==> src/rtl/vsync.sv <==
// Vertical timing stage: counts scanlines from the hsync line tick, drives active-low
// VGA_VSYNC, VDISPLAY and the coarse row index VPIXEL. Optional FRAME_TICK via VSYNC_FRAME_TICK_EN.
module vsync #(
    parameter int V_PULSE       = 2,
    parameter int V_BP          = 29,
    parameter int V_DISP        = 480,
    parameter int V_FP          = 10,
    parameter int LINES_PER_ROW = 5
) (
    input  logic       clk,
    input  logic       reset,
    input  logic       LINE_TICK,
    output logic [6:0] VPIXEL,
    output logic       VGA_VSYNC,
    output logic       VDISPLAY
`ifdef VSYNC_FRAME_TICK_EN
    ,
    output logic       FRAME_TICK
`endif
);

    localparam int V_TOTAL = V_PULSE + V_BP + V_DISP + V_FP;
    localparam int ROWS    = V_DISP / LINES_PER_ROW;

    localparam logic [9:0] LAST_LINE = 10'(V_TOTAL - 1);
    localparam logic [6:0] LAST_ROW  = 7'(ROWS - 1);
    localparam logic [2:0] LAST_SUB  = 3'(LINES_PER_ROW - 1);

    typedef enum logic [1:0] {
        PULSE       = 2'd0,
        BACK_PORCH  = 2'd1,
        DISPLAY     = 2'd2,
        FRONT_PORCH = 2'd3
    } state_t;

    // Last line of each phase, indexed by the state that owns it.
    localparam logic [9:0] PHASE_END [4] = '{
        10'(V_PULSE - 1),
        10'(V_PULSE + V_BP - 1),
        10'(V_PULSE + V_BP + V_DISP - 1),
        10'(V_TOTAL - 1)
    };

    state_t     state_reg;
    logic [9:0] line_cnt_reg;
    logic [9:0] line_cnt_next;
    logic [2:0] sub_cnt_reg;
    logic [6:0] vpixel_reg;
    logic       vsync_reg;
    logic       vdisplay_reg;
    logic [3:0] phase_end;
    logic       phase_done;

    genvar gi;
    generate
        for (gi = 0; gi < 4; gi++) begin : g_phase_end
            assign phase_end[gi] = (line_cnt_reg == PHASE_END[gi]);
        end
    endgenerate

    assign phase_done    = phase_end[state_reg];
    assign line_cnt_next = (line_cnt_reg == LAST_LINE) ? 10'd0 : line_cnt_reg + 10'd1;

    always_ff @(posedge clk) begin
        if (reset) begin
            state_reg    <= PULSE;
            line_cnt_reg <= 10'd0;
            sub_cnt_reg  <= 3'd0;
            vpixel_reg   <= 7'd0;
            vsync_reg    <= 1'b0;
            vdisplay_reg <= 1'b0;
        end else if (LINE_TICK) begin
            line_cnt_reg <= line_cnt_next;
            case (state_reg)
                PULSE: begin
                    if (phase_done) begin
                        state_reg <= BACK_PORCH;
                        vsync_reg <= 1'b1;
                    end
                end
                BACK_PORCH: begin
                    if (phase_done) begin
                        state_reg    <= DISPLAY;
                        vdisplay_reg <= 1'b1;
                        vpixel_reg   <= 7'd0;
                        sub_cnt_reg  <= 3'd0;
                    end
                end
                DISPLAY: begin
                    if (phase_done) begin
                        // Leaving the visible area overrides the final row step.
                        state_reg    <= FRONT_PORCH;
                        vdisplay_reg <= 1'b0;
                        vpixel_reg   <= 7'd0;
                        sub_cnt_reg  <= 3'd0;
                    end else if (sub_cnt_reg == LAST_SUB) begin
                        sub_cnt_reg <= 3'd0;
                        if (vpixel_reg != LAST_ROW) begin
                            vpixel_reg <= vpixel_reg + 7'd1;
                        end
                    end else begin
                        sub_cnt_reg <= sub_cnt_reg + 3'd1;
                    end
                end
                FRONT_PORCH: begin
                    if (phase_done) begin
                        state_reg <= PULSE;
                        vsync_reg <= 1'b0;
                    end
                end
                default: begin
                    state_reg <= PULSE;
                end
            endcase
        end
    end

`ifdef VSYNC_FRAME_TICK_EN
    logic frame_tick_reg;

    always_ff @(posedge clk) begin
        if (reset) begin
            frame_tick_reg <= 1'b0;
        end else begin
            frame_tick_reg <= LINE_TICK && (state_reg == FRONT_PORCH) && phase_done;
        end
    end

    assign FRAME_TICK = frame_tick_reg;
`endif

    assign VPIXEL    = vpixel_reg;
    assign VGA_VSYNC = vsync_reg;
    assign VDISPLAY  = vdisplay_reg;

endmodule

==> config.mk <==
export PLATFORM = sky130hd
export DESIGN_NAME = vsync
export DESIGN_NICKNAME = d
export VERILOG_FILES = /design/src/rtl/vsync.sv
export SDC_FILE = /design/constraint.sdc
export NUM_CORES = 1
export LEC_CHECK = 0
export CORE_UTILIZATION = 30
export DETAILED_ROUTE_END_ITERATION = 10
export DONT_BUFFER_PORTS = 1
export MAX_ROUTING_LAYER = met4
export SYNTH_ARGS = -nofsm -noshare
export SYNTH_HDL_FRONTEND = slang
export SYNTH_SLANG_ARGS = --single-unit
==> constraint.sdc <==
create_clock -name clk -period 5.1 [get_ports clk]
set_input_delay 0.765 -clock clk [delete_from_list [all_inputs] [get_ports clk]]
set_output_delay 0.765 -clock clk [all_outputs]
set_load 0.02 [all_outputs]
After elaboration in Yosys (flattened, before gate mapping):

Cells that the tools add are included.

* $add $sub $neg: 3
* multiplexer cells: 21
* magnitude comparators: 1
* eq/ne operators: 15
* reduce and logical (&&, ||, !) cells: 8

Operator list (number)
* two-way mux 7 bit: 4
* one-hot mux 7 bit (2 select lines): 1
* adder 10 x 1 -> 10 bit, second input constant: 1
* equality test 10 x 1 -> 1 bit, second input constant: 1
* equality test 10 bit, second input constant: 1
* equality test 10 x 5 -> 1 bit, second input constant: 1
* equality test 10 x 9 -> 1 bit, second input constant: 1
* two-way mux 10 bit: 1
* AND reduction 5 bit: 2
* two-way mux 3 bit: 3
* two-way mux 2 bit: 4
* != test 2 bit, second input constant: 4
* one-hot mux 2 bit (4 select lines): 1
* AND reduction 4 bit: 2
* adder 7 x 1 -> 7 bit, second input constant: 1
* != test 7 bit, second input constant: 1
* != test 3 bit, second input constant: 2
* one-hot mux 3 bit (2 select lines): 1
* equality test 2 bit, second input constant: 2
* one-hot mux 1 bit (2 select lines): 2
* nonzero test 2 bit: 2
* adder 3 x 1 -> 3 bit, second input constant: 1
* equality test 3 bit, second input constant: 1
* < comparator 2 x 3 -> 1 bit, second input constant: 1
* other kinds (5): 7

* logic and storage cells: 54
* input bits: 3
* output and inout port bits: 9
* bits in registers: 24

Logic depth before layout (Yosys ltp):

Gate-level depths: netlist of the first run.

* depth in word-level cells: 5
* depth in mapped cells: 8
* gate-level depth less buffers: 7

Worst setup path after synthesis of the first run:

Ideal clock, no wire load.

* path type: reg2reg
* from: register line_cnt_reg[0]
* to: register vpixel_reg[4] (netlist: VPIXEL[4])
* clock period less this slack: 2010 ps
* path slack: 3090 ps
* arrival time: 1921 ps
* data required time: 5012 ps
* cell stages (with the launch flop): 9
* cells stage by stage: dfxtp_1 > inv_1 > ha_1 > and3_1 > a32o_2 > a2111oi_4 > buf_6 > a31oi_4 > a311oi_2

* longest elaborated chain between the ends: 5

Ends and longest elaborated chain
* start: declaration: line 45 `logic [9:0] line_cnt_reg;`
* start signal: assignment: line 73 `line_cnt_reg <= line_cnt_next;`
* equality test 10 x 1 -> 1 bit (tied with other cells): line 57 `assign phase_end[gi] = (line_cnt_reg == PHASE_END[gi]);`
* binary-select mux 1 bit (select 2 bit) *: line 61 `assign phase_done = phase_end[state_reg];`
* two-way mux 1 bit (not written as such) *: line 61
* != test 3 bit (no source line) (tied with other cells)
* AND reduction 5 bit (no source line) or one-hot mux 7 bit (2 select lines) (tied branches)
* end signal: assignment: line 99 `vpixel_reg <= vpixel_reg + 7'd1;`
* end: declaration: line 48 `logic [6:0] vpixel_reg;`

Every way passes the cells marked *; elsewhere a longest branch is shown, timed or not. The select of a mux whose other input is x is not followed.
A chain may end at the register's enable or synchronous reset.

Worst setup path after layout of the first run:

* from: register line_cnt_reg[0]
* to: register sub_cnt_reg[2]

* longest elaborated chain between the ends: 5

Ends and longest elaborated chain
* equality test 10 x 1 -> 1 bit (tied with other cells): line 57
* binary-select mux 1 bit (select 2 bit) *: line 61
* two-way mux 1 bit (not written as such) *: line 61
* two-way mux 3 bit or != test 2 bit (tied branches)
* one-hot mux 3 bit (2 select lines) or AND reduction 3 bit (tied branches)
* end signal: assignment: line 102 `sub_cnt_reg <= sub_cnt_reg + 3'd1;`
* end: declaration: line 47 `logic [2:0] sub_cnt_reg;`

Marked as above.

==> reports/results.txt, run 1 <==
Placed Instances - 233
clk sinks - 24
Synth area leaders - dfxtp_1 (31%), ha_1 (8.9%), nor2_1 (4.1%)
met1 Track Usage GR - 0.152
internal cell power - 0.318 mW
GP Congestion - 0.747
Final min period - 2400 ps
Synth Register Bits - 24
Post-synth ARST share - 0
CORE AREA - 0.00482 mm2
syn nets - 187
worst slew pin tran - 777 ps
result of the run - completed
Worst Path Arrival - 2590 ps
All-Layer GR Usage - 0.121
Root Buffer - clkbuf_8
Final Hold Violating Endpoints - 0
Logic pwr share - 0.125
XOR/XNOR Fraction of Synth Area - 0.0512
GRT Residual Overflow - 0
synth cell count leaders - dfxtp_1 (24), nor2_1 (17), ha_1 (11), inv_1 (11), nand2_1 (9)
most frequent cell after synthesis - dfxtp_1
Flop pwr share - 0.471
Layout Cell Area excl Fill - 0.00166 mm2
initial antenna violation count - 0
gate count of the mapped netlist - 173
critical path type - reg2reg
worst endpoint required time - 5290 ps
unrepaired setup endpoints after global routing - no
M3 GR Usage - 0.0343
M2 GR Usage - 0.194
Hold Buf Count CTS - 0
multiplexer share of the synthesized area - 0.0195
# setup viols final - 0
CP endpoint kind - register
Chip Height - 73.7 um
Layout Nets - 185
TritonCTS clock tree - yes
area post-placement - 0.00159 mm2
Worst-path clk slew - 90 ps
final wirelength - 2.94 mm
post-route non-filler standard cell count - 237
n_diodes - 0
Max Slew Vio Count - 0
Worst-Skew Late Latency - 280 ps
post-synth top area share - 0.312
Iteration-0 DRC Markers - 50
Ys Warns - 0
simple-gate area share of the yosys netlist - 0.269
filler instances - 526
vias in the first global route - 1098
CP max FO - 11
largest net degree at the start of global routing - 22
post-DP HPWL - 2.11 mm
cell accounting for the most synthesized area - dfxtp_1
die area - 0.00542 mm2
postcts setup bufs - 0
switch share - 0.254
peak supply drop - 0.144 mV
routed length per instance - 12.4 um
pwr/cell area - 257 mW/mm2
R2R setup slack - 2700 ps
setup_tns - 0 ps
Sequential Area - 480 um2
multi-input logic area - 982 um2
Post-Syn Area - 0.00154 mm2
CTS resizes - 0
IO Pins - 12
TritonCTS Buffers - 3
Worst slew margin - 0.476
maximum clock path buffer count - 2
Pleak - 0.549 nW
Yosys cell types - 51
worst min path class - reg2reg
via count - 1173
Post-synth EDFFs - 0
final critical-path share of the clock period - 0.470
DRC Markers - 0
H-tree depth - 1
WHS - 501 ps
starting density of the core - 0.320
first-pass GRT wire length - 4.98 mm
number of max-cap violations - 0
gr busiest metal - met2
Max Freq - 418 MHz
largest family of logic cells by synthesized area - simple AND/OR/NAND/NOR gates
max FFs per register - 10
First-pass DRT Iterations - 4
placement row count - 25
layout cell share with drive strength beyond 1 - 0.106
area delta synth->final - 7.72%
mean post-synth cell area - 8.90 um2
Synth Area in Compound Gates - 0.209
Clock Power Share - 0.404
Routed Antenna Nets - 0
Power Total - 0.427 mW
synthesized-area fraction occupied by adder cells - 0.0894
P_sw - 0.108 mW
sequential share of the synthesized area - 0.312
drt via density - 4.95
input/output buffers - 0
startpoint types - register
Most used DFF post-synth - dfxtp_1
width of the die - 73.7 um
clk_skew - 5.41 ps
## path summary, 6_finish.rpt
check,cells past startpoint,startpoint,to
setup / recovery,7,line_cnt_reg[0],sub_cnt_reg[2]
hold reg to reg,2,sub_cnt_reg[0],sub_cnt_reg[0]
setup reg to reg,7,line_cnt_reg[0],sub_cnt_reg[2]
hold / removal,2,sub_cnt_reg[0],sub_cnt_reg[0]
## placed cells by master, fill, tap and decap left out, types with 3 or more instances in the layout
cell,count
dfxtp_1,24
a21oi_1,4
ha_1,11
o21a_1,3
nor2_1,17
mux2i_1,3
o21ai_0,8
and3_1,3
nand4_1,4
nand2_1,9
xor2_1,6
a31oi_1,5
nand2b_1,7
nand3_1,8
clkbuf_8,3
xnor2_1,3
inv_1,11
## cells by family (layout without fill, tap and decap cells)
logic type	after synthesis	in the layout
AND/OR/NAND/NOR	70	70
flip-flops	24	24
buffers and inverters	18	15
adder cells (fa/ha/maj)	11	11
XOR/XNOR	9	9
multiplexers	3	3
AO/OA/AOI/OAI	38	38
## per-stage QoR
stage               setup WS (ps)  utilization
global placement             2770        0.330
detailed placement           2740        0.330
floorplan                    3090            -
finish                       2700        0.344
CTS                          2680        0.344
global route                 2500        0.344
## final cells by class
cell class              instances  area share
clock buffers                   3      0.0249
clock inverters                 1      0.0181
inverters                      11      0.0249
multi-input cells             131       0.592
flip-flops and latches         24       0.290
well taps                      67      0.0505
## worst max-delay path, stage by stage, from the launching register on
cell and delay (ps):
dfxtp_1 440, inv_1 90, ha_1 190, and3_1 180, a32o_2 310, a2111oi_4 680, a31oi_1 160, a311oi_1 250
## power by group through the flow
stage | clock, mW | combinational, mW | sequential (mW)
floorplan | 0 | 0.0479 | 0.203
global placement | 0 | 0.0537 | 0.205
detailed placement | 0 | 0.0537 | 0.206
CTS | 0.177 | 0.0540 | 0.201
global route | 0.183 | 0.0606 | 0.202
finish | 0.173 | 0.0532 | 0.201
## layer usage
| metal | routed length (um) | up-vias |
|---|---|---|
| met2 | 1350 | 14 |
| met5 | 0 | - |
| li1 | - | 621 |
| met3 | 119 | 5 |
| met4 | 27 | 0 |
| met1 | 1450 | 533 |
(Power assumes the default switching activity.)
==> inputs of run 2 (changes only) <==
==> constraint.sdc (replaced) <==
create_clock -name clk -period 2 [get_ports clk]
set_input_delay 0.3 -clock clk [delete_from_list [all_inputs] [get_ports clk]]
set_output_delay 0.3 -clock clk [all_outputs]
set_load 0.02 [all_outputs]
==> run 2 against run 1 <==
Compared with the run above:
- the flow now finishes with violations (negative setup slack)
- utilization rose by 3.7 points
- largest cell class unchanged
- sequential share of layout area down 2.7 points
- register-to-register slack worse by 2700 ps
- setup slack lost 2700 ps
- first-iteration DRC count grew 46%
- critical path depth grew 2
- sequential power grew to 2.5 times the previous value
- final cell count up 8.9%
==> reports/results.txt, run 2 (synthesis gave the netlist of run 1 again) <==
H-tree depth - 1
Max Freq - 497 MHz
All-Layer GR Usage - 0.142
final wirelength - 3.37 mm
pwr/cell area - 559 mW/mm2
Worst slew margin - 0.715
routed length per instance - 13.1 um
Routed Antenna Nets - 0
Final min period - 2010 ps
Reg2Reg Depth - 9
area post-placement - 0.00172 mm2
critical path type - reg2reg
area delta synth->final - 19.3%
IO Pins - 12
Iteration-0 DRC Markers - 73
unrepaired setup endpoints after global routing - yes
first-pass GRT wire length - 5.78 mm
n_diodes - 0
max FFs per register - 10
violated checks - negative setup slack
Worst-path clk slew - 90 ps
peak supply drop - 0.272 mV
CORE AREA - 0.00482 mm2
largest net degree at the start of global routing - 22
Final Hold Violating Endpoints - 0
GP Congestion - 0.776
die area - 0.00542 mm2
worst hold path stage count - 1
Worst-Skew Late Latency - 270 ps
via count - 1298
Root Buffer - clkbuf_8
clk_skew - 2.13 ps
fin util - 0.381
input/output buffers - 0
maximum clock path buffer count - 2
starting density of the core - 0.320
layout cell share with drive strength beyond 1 - 0.236
TritonCTS clock tree - yes
most common cell after layout, fill and taps aside - dfxtp_1
post-DP HPWL - 2.39 mm
WHS - 83.6 ps
CP endpoint kind - register
Max Slew Vio Count - 0
worst min path class - in2reg
clk sinks - 24
worst slew pin tran - 428 ps
final critical-path share of the clock period - 1.01
worst endpoint required time - 2210 ps
vias in the first global route - 1268
CP max FO - 5
number of max-cap violations - 0
Chip Height - 73.7 um
startpoint types - register
initial antenna violation count - 0
Layout Nets - 206
GRT Residual Overflow - 0
placement row count - 25
Hold Buf Count CTS - 0
DRC Markers - 0
final worst slack - -11.8 ps
most frequent cells in the layout - dfxtp_1 (23), buf_4 (18), nor2_1 (16)
width of the die - 73.7 um
Worst Path Arrival - 2220 ps
drt via density - 5.03
result of the run - complete, but fails checks
Pleak - 0.654 nW
Layout Cell Area excl Fill - 0.00184 mm2
TritonCTS Buffers - 3
First-pass DRT Iterations - 4
# setup viols final - 1
==> run 2: final timing paths <==
path,startpoint,end,slack (ps)
max,line_cnt_reg[0],VPIXEL[3],-10
min,reset,VDISPLAY,80
max reg2reg,line_cnt_reg[0],VPIXEL[3],-10
min reg2reg,sub_cnt_reg[0],sub_cnt_reg[0],500
==> run 2: report_power, final <==
part,switching [mW],internal [mW]
sequential,0.0187,0.490
clock,0.168,0.176
combinational,0.0960,0.0784
==> run 2: layout make-up <==
cell class              count  area [um2]
inverters                  11        41.3
well taps                  67        83.8
multi-input cells         131        1010
clock buffers               4        55.1
repair buffers             21         163
flip-flops and latches     24         482
fillers                   527        2980
==> run 2: repair_timing <==
item	in CTS	in global routing
buffers inserted	0	2
cloned	0	1
gates resized for setup	2	6
setup endpoints to repair	2	10
pin swaps	0	8
==> run 2: through the flow <==
| step | setup WS, ps | total power [mW] | cells | setup TNS, ps |
|---|---|---|---|---|
| 5_1_grt | -106 | 1.08 | 258 | -798 |
| 6_report | -11.8 | 1.03 | 258 | -11.8 |
| 3_3_place_gp | 44.8 | 0.676 | 251 | 0 |
| 3_5_place_dp | -35.1 | 0.679 | 251 | -35.1 |
| 4_1_cts | 7.10 | 1.03 | 255 | 0 |
| 2_1_floorplan | 50.9 | 0.641 | 173 | 0 |
==> run 2: metal layers <==
layer / share of wire / track usage / vias up / wire length [um]
met4: 0.017 / 0.0534 / 0 / 58
met3: 0.030 / 0.0343 / 8 / 100
met2: 0.48 / 0.222 / 23 / 1620
li1: - / - / 663 / -
met1: 0.47 / 0.176 / 604 / 1590
met5: 0 / - / - / 0
==> run 2: worst max-delay path: stages (launching register included) <==
cell,delay (ps)
dfxtp_2,340
inv_2,40
ha_2,170
and3_4,170
a32o_2,280
a2111oi_4,440
buf_6,190
buf_6,90
nand3_1,60
a31oi_1,170
==> inputs of run 3 (changes only) <==
--- a/config.mk
+++ b/config.mk
@@ -5,10 +5,11 @@
 export SDC_FILE = /design/constraint.sdc
 export NUM_CORES = 1
 export LEC_CHECK = 0
-export CORE_UTILIZATION = 30
+export CORE_UTILIZATION = 56
 export DETAILED_ROUTE_END_ITERATION = 10
 export DONT_BUFFER_PORTS = 1
 export MAX_ROUTING_LAYER = met4
+export PLACE_DENSITY = 0.74
 export SYNTH_ARGS = -nofsm -noshare
 export SYNTH_HDL_FRONTEND = slang
 export SYNTH_SLANG_ARGS = --single-unit
==> constraint.sdc (replaced) <==
create_clock -name clk -period 1.7 [get_ports clk]
set_input_delay 0.255 -clock clk [delete_from_list [all_inputs] [get_ports clk]]
set_output_delay 0.255 -clock clk [all_outputs]
set_load 0.02 [all_outputs]
==> run 3 against run 2 <==
Compared with the run above:
- the run ends with negative hold slack, negative setup slack left
- wire length rose by 8.7%
- sequential power rose by 17%
- critical path depth fell by 1
- power rose by 25%
- critical endpoint is now sub_cnt_reg[2]
- hold slack got worse by 110 ps
- combinational power rose by 52%
- register-to-register slack got worse by 300 ps
==> reports/results.txt, run 3 (synthesis gave the netlist of run 1 again) <==
result of the run - complete, but fails checks
violated checks - negative hold slack, negative setup slack
Routed Antenna Nets - 0
Worst Path Arrival - 2260 ps
worst min path class - in2reg
Layout Cell Area excl Fill - 0.00204 mm2
First-pass DRT Iterations - 4
filler instances - 162
peak supply drop - 0.704 mV
starting density of the core - 0.605
Root Buffer - clkbuf_4
Worst-path clk slew - 140 ps
WHS - -28.0 ps
clk sinks - 24
pwr/cell area - 631 mW/mm2
width of the die - 54.4 um
All-Layer GR Usage - 0.269
Max Slew Vio Count - 0
routed length per instance - 15.2 um
worst path cell trace - inv_4, ha_4, and3_4, a32o_2, a2111oi_4, buf_6, a31oi_4, a311oi_1
H-tree depth - 1
DRC Markers - 0
first-pass GRT wire length - 5.45 mm
critical path type - reg2reg
die area - 0.00296 mm2
Sequential Area - 487 um2
vias in the first global route - 1351
IO Pins - 12
Pleak - 0.765 nW
CP peak stage delay - 380 ps
multi-input logic area - 0.00110 mm2
startpoint types - register
placement row count - 18
post-DP HPWL - 2.53 mm
Logic pwr share - 0.206
Clock Power Share - 0.331
worst endpoint required time - 1940 ps
worst slew pin tran - 478 ps
CP endpoint kind - register
area post-placement - 0.00184 mm2
TritonCTS clock tree - yes
input/output buffers - 0
layout cell share with drive strength beyond 1 - 0.360
drt via density - 5.92
most frequent cells in the layout - buf_4 (39), dfxtp_1 (21), nor2_1 (16)
initial antenna violation count - 0
Layout Nets - 226
# setup viols final - 14
TritonCTS Buffers - 3
CP max FO - 6
Final min period - 2010 ps
Worst-Skew Late Latency - 330 ps
setup_tns - -3180 ps
Final Hold Violating Endpoints - 8
Chip Height - 54.4 um
P_sw - 0.345 mW
largest net degree at the start of global routing - 22
number of max-cap violations - 0
CORE AREA - 0.00254 mm2
Iteration-0 DRC Markers - 40
area delta synth->final - 32.5%
Max Freq - 497 MHz
most common cell after layout, fill and taps aside - buf_4
GP Congestion - 0.830
max FFs per register - 10
final worst slack - -314 ps
GRT Residual Overflow - 0
final critical-path share of the clock period - 1.18
unrepaired setup endpoints after global routing - yes
maximum clock path buffer count - 2
Worst slew margin - 0.680
n_diodes - 0
via count - 1426
final wirelength - 3.66 mm
Flop pwr share - 0.463
CP max stage cell - dfxtp_4
internal cell power - 0.942 mW
clk_skew - 6.07 ps
switch share - 0.268
## run 3: final timing paths
check                                     start             end  slack (ps)  cells after the start
worst min register to register        VPIXEL[2]       VPIXEL[2]         560                      2
worst max register to register  line_cnt_reg[0]  sub_cnt_reg[2]        -310                      8
worst max-delay path            line_cnt_reg[0]  sub_cnt_reg[2]        -310                      8
worst min-delay path                      reset       VPIXEL[2]         -30                      1
## run 3: what timing repair did
action / in CTS / in global routing
resized for setup: 11 / 17
setup buffers: 1 / 2
endpoints found under the hold margin: 8 / 8
pin swaps: 2 / 10
setup endpoints to repair: 14 / 24
cloned: 1 / 0
## run 3: cell type report
type | count | area share
Clock buffer | 3 | 0.0110
Clock inverter | 1 | 0.0147
Inverter | 11 | 0.0215
Multi-Input combinational cell | 131 | 0.541
Sequential cell | 24 | 0.239
Tap cell | 30 | 0.0184
Timing Repair Buffer | 41 | 0.155
## run 3: layer usage
layer | track usage | part of all wire
met1 | 0.262 | 0.42
met2 | 0.482 | 0.52
met3 | 0.0778 | 0.045
met4 | 0.132 | 0.016
met5 | - | 0
## run 3: power by group through the flow
stage	sequential, mW	clock [mW]	combinational [mW]
finish	0.595	0.426	0.265
global route	0.598	0.455	0.288
CTS	0.593	0.427	0.235
detailed placement	0.605	0	0.219
global placement	0.604	0	0.211
floorplan	0.610	0	0.146
## run 3: critical path, delay by kind of cell (launching register included)
family                   cells  cell delay (ps)
AO/OA/AOI/OAI                4             1010
flip-flops                   1              380
buffers and inverters        2              230
AND/OR/NAND/NOR              1              170
adder cells (fa/ha/maj)      1              140
## run 3: per-stage QoR
stage	total power, mW	setup slack [ps]	std cells	util	hold slack [ps]
2_1_floorplan	0.757	-183	173	-	463
3_3_place_gp	0.815	-220	233	0.724	325
4_1_cts	1.25	-263	239	0.765	-33.2
6_report	1.29	-314	241	0.802	-28.0
5_1_grt	1.34	-375	241	0.802	-54.6
3_5_place_dp	0.824	-289	233	0.724	328
